[src/rtl/serial_out_shifter_pkg.sv]
// rtl/serial_out_shifter_pkg.sv - shared types and sizing helper for the serial-out shifter
// Contents:
//   state_t - shifter state encoding (ST_IDLE, ST_SHIFT, ST_PARITY)
//   clog2   - counter width for values 0..n-1, never less than 1 bit
package serial_out_pkg;

    typedef enum logic [1:0] {
        ST_IDLE   = 2'd0,
        ST_SHIFT  = 2'd1,
        ST_PARITY = 2'd2
    } state_t;

    // Width needed to hold 0..n-1. Returns at least 1 so that n=1 still
    // yields a legal one-bit counter that simply stays at zero.
    function automatic int clog2(input int unsigned n);
        int r;
        r = 0;
        for (int i = 0; i < 32; i++) begin
            if (((n - 1) >> i) != 0) begin
                r = i + 1;
            end
        end
        return (r == 0) ? 1 : r;
    endfunction

endpackage

[src/rtl/serial_out_shifter_if.sv]
// rtl/serial_out_shifter_if.sv - parallel load handshake between a word source and the shifter
// Signals:
//   load_valid - source presents a word
//   load_ready - shifter can accept a word this cycle
//   load_data  - DATA_W-bit word to serialise
//   msb_first  - bit order for this word (1 = MSB first)
// Modports: master (word source), slave (shifter)
interface serial_out_shifter_if #(
    parameter int DATA_W = 8
);
    logic              load_valid;
    logic              load_ready;
    logic [DATA_W-1:0] load_data;
    logic              msb_first;

    modport master (
        output load_valid,
        output load_data,
        output msb_first,
        input  load_ready
    );

    modport slave (
        input  load_valid,
        input  load_data,
        input  msb_first,
        output load_ready
    );
endinterface

[src/rtl/serial_out_shifter_bit_timer.sv]
// rtl/serial_out_shifter_bit_timer.sv - bit-period divider producing a tick in the last cycle of each bit
// Ports:
//   clk  - system clock, rising edge
//   rst  - asynchronous active-low reset
//   en   - count while high; held at zero while low
//   tick - high in the final cycle of each DIV-cycle bit period
module bit_timer
    import serial_out_pkg::*;
#(
    parameter int DIV = 1
) (
    input  logic clk,
    input  logic rst,
    input  logic en,
    output logic tick
);

    localparam int            CW  = clog2(DIV);
    localparam logic [CW-1:0] TOP = CW'(DIV - 1);

    logic [CW-1:0] div_cnt;

    // With DIV=1 TOP is zero, so tick follows en and the count never moves.
    assign tick = en && (div_cnt == TOP);

    always_ff @(posedge clk or negedge rst) begin
        if (!rst) begin
            div_cnt <= '0;
        end else if (!en || tick) begin
            div_cnt <= '0;
        end else begin
            div_cnt <= div_cnt + CW'(1);
        end
    end

endmodule

[src/rtl/serial_out_shifter.sv]
// rtl/serial_out_shifter.sv - parallel-load, serial-out word shifter with selectable bit order
// Ports:
//   clk       - system clock, rising edge
//   rst       - asynchronous active-low reset
//   ld        - load handshake (serial_out_shifter_if.slave)
//   serialOut - serial data stream, IDLE_LEVEL when no word is in flight
//   busy      - high while a word (and its parity bit) is being shifted
//   done      - one-cycle pulse in the final cycle of each word
// Optional feature: define SERIAL_OUT_PARITY_EN to append a parity bit
// (parameter ODD_PARITY selects odd parity) after the data bits.
module serial_out_shifter
    import serial_out_pkg::*;
#(
    parameter int   DATA_W     = 8,
    parameter int   DIV        = 1,
    parameter logic IDLE_LEVEL = 1'b0
`ifdef SERIAL_OUT_PARITY_EN
    ,
    parameter logic ODD_PARITY = 1'b0
`endif
) (
    input  logic                 clk,
    input  logic                 rst,
    serial_out_shifter_if.slave  ld,
    output logic                 serialOut,
    output logic                 busy,
    output logic                 done
);

    localparam int            BW       = clog2(DATA_W);
    localparam logic [BW-1:0] LAST_BIT = BW'(DATA_W - 1);

    state_t            state;
    logic [DATA_W-1:0] sr;
    logic [DATA_W-1:0] word_ord;
    logic [BW-1:0]     bit_cnt;
    logic              so_q;
    logic              busy_q;
    logic              rdy_en;
    logic              tick;
    logic              last_cycle;
    logic              accept;
`ifdef SERIAL_OUT_PARITY_EN
    logic              par_q;
`endif

    bit_timer #(
        .DIV (DIV)
    ) u_bit_timer (
        .clk  (clk),
        .rst  (rst),
        .en   (state != ST_IDLE),
        .tick (tick)
    );

    // Reorder the incoming word so that bit 0 of the shift register is
    // always the next bit to send; the shifter then only shifts right.
    always_comb begin
        word_ord = ld.load_data;
        if (ld.msb_first) begin
            for (int i = 0; i < DATA_W; i++) begin
                word_ord[i] = ld.load_data[DATA_W-1-i];
            end
        end
    end

    // Final cycle of the word: last data bit, or the parity bit when present.
`ifdef SERIAL_OUT_PARITY_EN
    assign last_cycle = (state == ST_PARITY) && tick;
`else
    assign last_cycle = (state == ST_SHIFT) && (bit_cnt == LAST_BIT) && tick;
`endif

    // rdy_en keeps load_ready low until the first edge after reset release.
    assign ld.load_ready = rdy_en && ((state == ST_IDLE) || last_cycle);
    assign accept        = ld.load_valid && ld.load_ready;

    assign done      = last_cycle;
    assign serialOut = so_q;
    assign busy      = busy_q;

    always_ff @(posedge clk or negedge rst) begin
        if (!rst) begin
            state   <= ST_IDLE;
            sr      <= '0;
            bit_cnt <= '0;
            so_q    <= IDLE_LEVEL;
            busy_q  <= 1'b0;
            rdy_en  <= 1'b0;
`ifdef SERIAL_OUT_PARITY_EN
            par_q   <= 1'b0;
`endif
        end else begin
            rdy_en <= 1'b1;
            // Accept is only possible in IDLE or the final cycle, so it takes
            // priority and gives gap-free streaming into the next word.
            if (accept) begin
                state   <= ST_SHIFT;
                sr      <= word_ord;
                so_q    <= word_ord[0];
                bit_cnt <= '0;
                busy_q  <= 1'b1;
`ifdef SERIAL_OUT_PARITY_EN
                par_q   <= (^ld.load_data) ^ ODD_PARITY;
`endif
            end else if (last_cycle) begin
                state   <= ST_IDLE;
                so_q    <= IDLE_LEVEL;
                busy_q  <= 1'b0;
                bit_cnt <= '0;
            end else if ((state == ST_SHIFT) && tick) begin
`ifdef SERIAL_OUT_PARITY_EN
                if (bit_cnt == LAST_BIT) begin
                    state <= ST_PARITY;
                    so_q  <= par_q;
                end else
`endif
                begin
                    bit_cnt <= bit_cnt + BW'(1);
                    sr      <= sr >> 1;
                    so_q    <= sr[1];
                end
            end
        end
    end

endmodule
[src/flat_wrapper.sv]
// flat-port wrapper written by rule: the top's interface ports become plain ports
module serial_out_shifter_flat import serial_out_pkg::*;
#(
    parameter int   DATA_W     = 8,
    parameter int   DIV        = 1,
    parameter logic IDLE_LEVEL = 1'b0

)
  (clk, rst, serialOut, busy, done, ld_load_valid, ld_load_data, ld_msb_first, ld_load_ready);
  serial_out_shifter_if #(.DATA_W(DATA_W)) ld_i ();
  input  logic clk;
  input  logic rst;
  output logic serialOut;
  output logic busy;
  output logic done;
  input wire logic [$bits(ld_i.load_valid)-1:0] ld_load_valid;
  input wire logic [$bits(ld_i.load_data)-1:0] ld_load_data;
  input wire logic [$bits(ld_i.msb_first)-1:0] ld_msb_first;
  output wire logic [$bits(ld_i.load_ready)-1:0] ld_load_ready;
  assign ld_i.load_valid = ld_load_valid;
  assign ld_i.load_data = ld_load_data;
  assign ld_i.msb_first = ld_msb_first;
  assign ld_load_ready = ld_i.load_ready;
  serial_out_shifter #(.DATA_W(DATA_W), .DIV(DIV), .IDLE_LEVEL(IDLE_LEVEL)) u_core (.clk(clk), .rst(rst), .ld(ld_i), .serialOut(serialOut), .busy(busy), .done(done));
endmodule
[config.mk]
export PLATFORM = sky130hd
export DESIGN_NAME = serial_out_shifter_flat
export DESIGN_NICKNAME = d
export VERILOG_FILES = /design/src/rtl/serial_out_shifter_pkg.sv /design/src/rtl/serial_out_shifter_if.sv /design/src/rtl/serial_out_shifter_bit_timer.sv /design/src/rtl/serial_out_shifter.sv /design/src/flat_wrapper.sv
export SDC_FILE = /design/constraint.sdc
export NUM_CORES = 1
export LEC_CHECK = 0
export ABC_AREA = 1
export BUFFER_PORTS_ARGS = -buffer_cell sky130_fd_sc_hd__buf_2
export CAP_MARGIN = 20
export CORE_MARGIN = 2
export CORE_UTILIZATION = 44
export CTS_BUF_LIST = sky130_fd_sc_hd__clkbuf_4 sky130_fd_sc_hd__clkbuf_8
export DETAILED_ROUTE_END_ITERATION = 8
export GPL_TIMING_DRIVEN = 0
export PLACE_DENSITY = 0.73
export RECOVER_POWER = 25
export SYNTH_ARGS = -nofsm -noshare
export SYNTH_HDL_FRONTEND = slang
export SYNTH_SLANG_ARGS = --single-unit
[constraint.sdc]
create_clock -name clk -period 1.69 [get_ports clk]
set_input_delay 0.2535 -clock clk [delete_from_list [all_inputs] [get_ports clk]]
set_output_delay 0.2535 -clock clk [all_outputs]
set_load 0.005 [all_outputs]
==> impl_metrics.json, run 1 <==
{
  "clockBufferDepth": 2,
  "clkTransAtPathRegs_ns": 0.09,
  "ir_drop_mv": 0.475,
  "synth_top_area_share": 0.449,
  "fin_skew_ns": 0.00481,
  "start_kind": "flip-flop",
  "power_uw": 1270,
  "dp_slack_ns": 0.178,
  "initial_core_util": 0.461,
  "holdPathEnd": "u_core.sr[5]$_DFFE_PN0P_",
  "dr.pass1.iters": 4,
  "reg2reg_from": "u_core.bit_cnt[1]$_DFFE_PN0P_",
  "hold_depth": 5,
  "max_slew.worst_pin.slew_ns": 0.761,
  "seq_area_frac_synth": 0.449,
  "h-tree-depth": 1,
  "min_from": "ld_load_data[2]",
  "grt_usage": 0.164,
  "rows": 15,
  "cts_tree": "built",
  "ys_seq_elements": 14,
  "drive_gt1_frac": 0.298,
  "dp_cells": 129,
  "fin_setup_tns_ns": 0,
  "ys_top_cells_by_area": "dfrtp_1, nand2_1, nand3_1",
  "boundaryPins": 16,
  "die-area_sq_um": 2120,
  "slew_violations": 0,
  "worstPathCellList": "ha_2, ha_4, inv_4, o21ai_4, nand2_2, inv_2, buf_2",
  "grt-ovfl-total": 0,
  "p_per_area_nw_per_um2": 1300,
  "drtIter0Drc": 9,
  "power_leakage_uw": 0.000528,
  "syn-cell-area_sq_um": 779,
  "synth_top_area_cell": "dfrtp_1",
  "syn_avg_cell_area_sq_um": 8.04,
  "antennaDiodeCount": 0,
  "finalCriticalPeriod_ns": 1.65,
  "rrSetupSlack_ns": 0.19,
  "nFillCells": 165,
  "dp_hpwl_microns": 1050,
  "synth_cells": 97,
  "grt_pass1_vias": 619,
  "avgRoutedWirePerCell_microns": 10.4,
  "path_class": "flip-flop to primary output",
  "ff2ff_path_depth": 9,
  "die_h_microns": 46.1,
  "clock_latency_ns": 0.28,
  "outcome": "complete, no violations",
  "timing.fmax_mhz": 608,
  "final_nets": 136,
  "antenna_found_initial": 0,
  "cts.sinks": 14,
  "drcViolationCount": 0,
  "slew_headroom": 0.493,
  "syn_to_final_growth_pct": 25.2,
  "via_count": 681,
  "rr_endpoint": "u_core.sr[2]$_DFFE_PN0P_",
  "syn-num-nets": 111,
  "worstPathRequired_ns": 1.44,
  "avgViaCountPerCell": 4.93,
  "setup_viol": 0,
  "grt_pass1_wl_microns": 2490,
  "finalCritPeriodShare": 0.974,
  "worstSetupEndpointType": "primary output",
  "cp_slowest_cell": "dfrtp_1",
  "core_area_sq_um": 1690,
  "cp.arrival_ns": 1.39,
  "final_hold_viol_count": 0,
  "worst-path-max-fanout": 3,
  "final_cells": 138,
  "hold_class": "input pin to flip-flop",
  "setup_ws_ns": 0.0447,
  "cts_root_buffer": "clkbuf_4",
  "cts_buffers": 3,
  "io_buffers": 15,
  "fp.dieW_microns": 46.1,
  "final_util": 0.578,
  "ys_warn_count": 0,
  "synth.distinct_cells": 21,
  "cap_violations": 0,
  "rsz0062_at_grt": "yes",
  "critPathMaxStageDelay_ns": 0.36,
  "wl_microns": 1430,
  "final_antenna_net_count": 0,
  "gp_congestion": 0.752,
  "grt_start_max_net_pins": 15
}
==> where the power goes <==
group	leakage, uW	switching, uW	internal [uW]
sequential	0.000176	81.7	459
combinational	0.000331	259	231
clock	0.0000210	106	131
total	0.000528	446	821
==> how the worst max path moves through the flow <==
| stage | startpoint | end | slack [ns] |
|---|---|---|---|
| after CTS | u_core.bit_cnt[1]$_DFFE_PN0P_ | ld_load_ready | 0.01 |
| after global routing | u_core.bit_cnt[1]$_DFFE_PN0P_ | ld_load_ready | -0.04 |
| after floorplan | u_core.bit_cnt[0]$_DFFE_PN0P_ | ld_load_ready | 0.35 |
| after detailed placement | u_core.bit_cnt[0]$_DFFE_PN0P_ | ld_load_ready | 0.18 |
| final | u_core.bit_cnt[1]$_DFFE_PN0P_ | ld_load_ready | 0.04 |
| after global placement | u_core.bit_cnt[0]$_DFFE_PN0P_ | ld_load_ready | 0.20 |
==> synth_stat cells <==
cell / number
nor2_8: 1
a21oi_1: 4
dfrtp_1: 14
nand2_2: 1
nand3_2: 1
nor2_4: 1
ha_1: 2
inv_1: 10
inv_6: 1
nor2_1: 8
nand3_1: 15
nand2_1: 22
inv_2: 2
buf_2: 1
o21ai_0: 6
a31oi_1: 1
buf_6: 1
nand2_4: 1
o21ai_2: 1
a21boi_1: 2
conb_1: 2
==> state kept, by name, indices dropped and copies added, names as in the netlist <==
signal,count
u_core.u_bit_timer.div_cnt,1
u_core.serialOut,1
u_core.bit_cnt,3
u_core.rdy_en,1
u_core.sr,7
u_core.state,1
==> through the flow <==
| step | area (sq um) | hold WS, ns |
|---|---|---|
| global placement | 876 | 0.165 |
| global route | 976 | 0.358 |
| floorplan | 779 | -0.0421 |
| detailed placement | 876 | 0.166 |
| finish | 976 | 0.310 |
| CTS | 947 | 0.304 |
==> cell type report <==
type | instances | area, sq um | area share
clock buffer | 4 | 36.3 | 0.0372
timing repair buffer | 20 | 114 | 0.117
buffer | 2 | 16.3 | 0.0167
sequential | 14 | 350 | 0.359
tap | 17 | 21.3 | 0.0218
multi-input combinational | 68 | 382 | 0.391
inverter | 13 | 56.3 | 0.0577
==> cell usage in the layout (no fill, tap or decap) <==
master,n
a31oi_1,1
a21boi_1,2
nor2_4,1
inv_6,1
nand2_1,22
o21ai_4,1
buf_6,1
nand3_2,1
nor2_8,1
ha_4,1
nand2_4,1
buf_4,4
inv_4,1
clkbuf_1,1
inv_1,9
clkbuf_4,3
dfrtp_1,14
nor2_1,8
clkbuf_8,1
conb_1,2
a21oi_1,4
dlygate4sd3_1,1
nand2_2,1
o21ai_0,6
inv_2,2
nand3_1,15
buf_2,15
ha_2,1
==> per-layer routing <==
| layer | up-vias | track usage | part of all wire |
|---|---|---|---|
| met2 | 20 | 0.269 | 0.48 |
| met4 | 0 | 0.0857 | 0.019 |
| met5 | - | 0 | 0 |
| met1 | 297 | 0.208 | 0.47 |
| li1 | 360 | - | - |
| met3 | 4 | 0.0235 | 0.037 |
==> cell families after synthesis <==
group           share of synthesized area
simple gates                        0.316
fa+ha+maj                          0.0321
buf+inv                            0.0899
compound gates                      0.103
flops                               0.449
other cells                       0.00963
==> critical path: cells and delay by family, from the launching register on <==
| kind | cells | cell delay [ns] |
|---|---|---|
| and+or+nand+nor | 1 | 0.08 |
| adders and majority gates | 2 | 0.32 |
| buffers and inverters | 3 | 0.19 |
| AOI/OAI and AO/OA | 1 | 0.16 |
| DFF | 1 | 0.36 |
==> repair_timing <==
action | CTS | global route
pin swaps | 1 | 3
setup buffers | 3 | 1
setup endpoints to repair | 1 | 2
gates resized for setup | 1 | 5
hold endpoints to repair | 14 | 0
hold buffers | 1 | 0
Power figures use the tool's default switching activity.
==> inputs of run 2 (changes only) <==
--- a/config.mk
+++ b/config.mk
@@ -15,6 +15,7 @@
 export GPL_TIMING_DRIVEN = 0
 export PLACE_DENSITY = 0.73
 export RECOVER_POWER = 25
+export SETUP_SLACK_MARGIN = 0.15
 export SYNTH_ARGS = -nofsm -noshare
 export SYNTH_HDL_FRONTEND = slang
 export SYNTH_SLANG_ARGS = --single-unit
==> run 2 against run 1 <==
Against the previous run:
- non-clock buffer count up 1
- critical path depth stayed put
- die area unchanged
- worst setup slack gained 0.026 ns
- clock power about the same
- worst hold slack worse by 0.00084 ns
- clock skew is 0.0023 ns lower
- largest power group unchanged
- critical endpoint unchanged
==> impl_metrics.json, run 2 (synthesis gave the netlist of run 1 again) <==
{
  "gp_congestion": 0.752,
  "hold_slack_ns": 0.309,
  "die-area_sq_um": 2120,
  "cap_violations": 0,
  "rows": 15,
  "fp.dieW_microns": 46.1,
  "clockBufferDepth": 2,
  "avgRoutedWirePerCell_microns": 10.5,
  "final_cells": 139,
  "avgViaCountPerCell": 4.95,
  "initial_core_util": 0.461,
  "top_regs": "u_core.sr (7), u_core.bit_cnt (3)",
  "final_cell_mix": "nand2_1, buf_2, nand3_1, dfrtp_1, inv_1",
  "cts_tree": "built",
  "clkTransAtPathRegs_ns": 0.09,
  "fin_setup_tns_ns": 0,
  "cts_root_buffer": "clkbuf_4",
  "power_uw": 1290,
  "dr.pass1.iters": 4,
  "critPathMaxStageDelay_ns": 0.39,
  "antenna_found_initial": 0,
  "dp_cells": 129,
  "boundaryPins": 16,
  "io_buffers": 15,
  "final_util": 0.582,
  "clock_latency_ns": 0.28,
  "rsz0062_at_grt": "yes",
  "cts.sinks": 14,
  "grt_pass1_wl_microns": 2560,
  "path_class": "flip-flop to primary output",
  "max_slew.worst_pin.slew_ns": 0.759,
  "final_nets": 137,
  "grt_start_max_net_pins": 15,
  "p_per_area_nw_per_um2": 1310,
  "drcViolationCount": 0,
  "finalCriticalPeriod_ns": 1.62,
  "final_antenna_net_count": 0,
  "final_hold_viol_count": 0,
  "drtIter0Drc": 10,
  "slew_headroom": 0.494,
  "cp.arrival_ns": 1.37,
  "via_count": 688,
  "wl_microns": 1450,
  "final_common_cell": "nand2_1",
  "hold_class": "input pin to flip-flop",
  "grt-ovfl-total": 0,
  "die_h_microns": 46.1,
  "setup_viol": 0,
  "start_kind": "flip-flop",
  "worstPathCellList": "ha_2, ha_4, inv_4, o21ai_4, nand2_2, inv_2, buf_2",
  "largest_reg_flops": 7,
  "outcome": "complete, no violations",
  "seqCellArea_sq_um": 350,
  "core_area_sq_um": 1690,
  "fin_skew_ns": 0.00249,
  "slew_violations": 0,
  "dp_hpwl_microns": 1050,
  "grt_usage": 0.169,
  "multiInputGateArea_sq_um": 382,
  "grt_pass1_vias": 644,
  "drive_gt1_frac": 0.303,
  "power_leakage_uw": 0.000533,
  "finalCritPeriodShare": 0.958,
  "antennaDiodeCount": 0,
  "worst-path-max-fanout": 2,
  "cp_slowest_cell": "dfrtp_1",
  "nFillCells": 163,
  "worstSetupEndpointType": "primary output",
  "top_register": "u_core.sr",
  "h-tree-depth": 1,
  "ir_drop_mv": 0.485,
  "syn_to_final_growth_pct": 26.2,
  "worstPathRequired_ns": 1.44,
  "cts_buffers": 3,
  "timing.fmax_mhz": 617
}
-- run 2: worst max-delay path: cells and delay by family, from the launching register on --
kind / cells / cell delay, ns
flip-flops: 1 / 0.39
AO/OA/AOI/OAI: 1 / 0.05
adder cells (fa/ha/maj): 2 / 0.36
buffers and inverters: 3 / 0.21
AND/OR/NAND/NOR: 1 / 0.08
-- run 2: what timing repair did --
action / 4_1_cts / 5_1_grt
hold buffers: 1 / 0
resized for setup: 5 / 1
endpoints found under the setup margin: 2 / 8
endpoints found under the hold margin: 14 / 0
pin swaps: 3 / 3
setup buffers: 4 / 1
-- run 2: report_power, final --
group	switching, uW	leakage (uW)	internal [uW]
Clock	109	0.0000210	131
Sequential	82.5	0.000176	459
Combinational	262	0.000336	243
-- run 2: cell type report --
type / instances / area share
multi-input combinational: 68 / 0.388
sequential: 14 / 0.356
timing repair buffer: 21 / 0.123
inverter: 13 / 0.0573
clock buffer: 4 / 0.0369
tap: 17 / 0.0216
buffer: 2 / 0.0165
-- run 2: layer usage --
layer | part of all wire | track usage | wire length [microns]
met3 | 0.039 | 0.0235 | 56
met2 | 0.49 | 0.283 | 708
met1 | 0.46 | 0.211 | 671
met4 | 0.012 | 0.0857 | 17
met5 | 0 | 0 | 0
-- run 2: worst paths after layout --
| check | endpoint | cells after the start | slack, ns | from |
|---|---|---|---|---|
| worst max register to register | u_core.sr[2]$_DFFE_PN0P_ | 10 | 0.13 | u_core.bit_cnt[0]$_DFFE_PN0P_ |
| worst min-delay path | u_core.sr[5]$_DFFE_PN0P_ | 5 | 0.31 | ld_load_data[2] |
| min in group asynchronous | u_core.bit_cnt[2]$_DFFE_PN0P_ | 2 | 0.55 | rst |
| worst min register to register | u_core.serialOut$_DFFE_PN0P_ | 2 | 0.50 | u_core.sr[1]$_DFFE_PN0P_ |
| worst max-delay path | ld_load_ready | 7 | 0.07 | u_core.bit_cnt[0]$_DFFE_PN0P_ |
| max in group asynchronous | u_core.serialOut$_DFFE_PN0P_ | 2 | 0.67 | rst |
-- run 2: stage by stage --
stage | setup slack [ns] | area (sq um)
after floorplan | 0.349 | 779
after global placement | 0.200 | 876
after detailed placement | 0.178 | 876
after CTS | 0.0411 | 977
after global routing | 0.00872 | 983
final | 0.0703 | 983
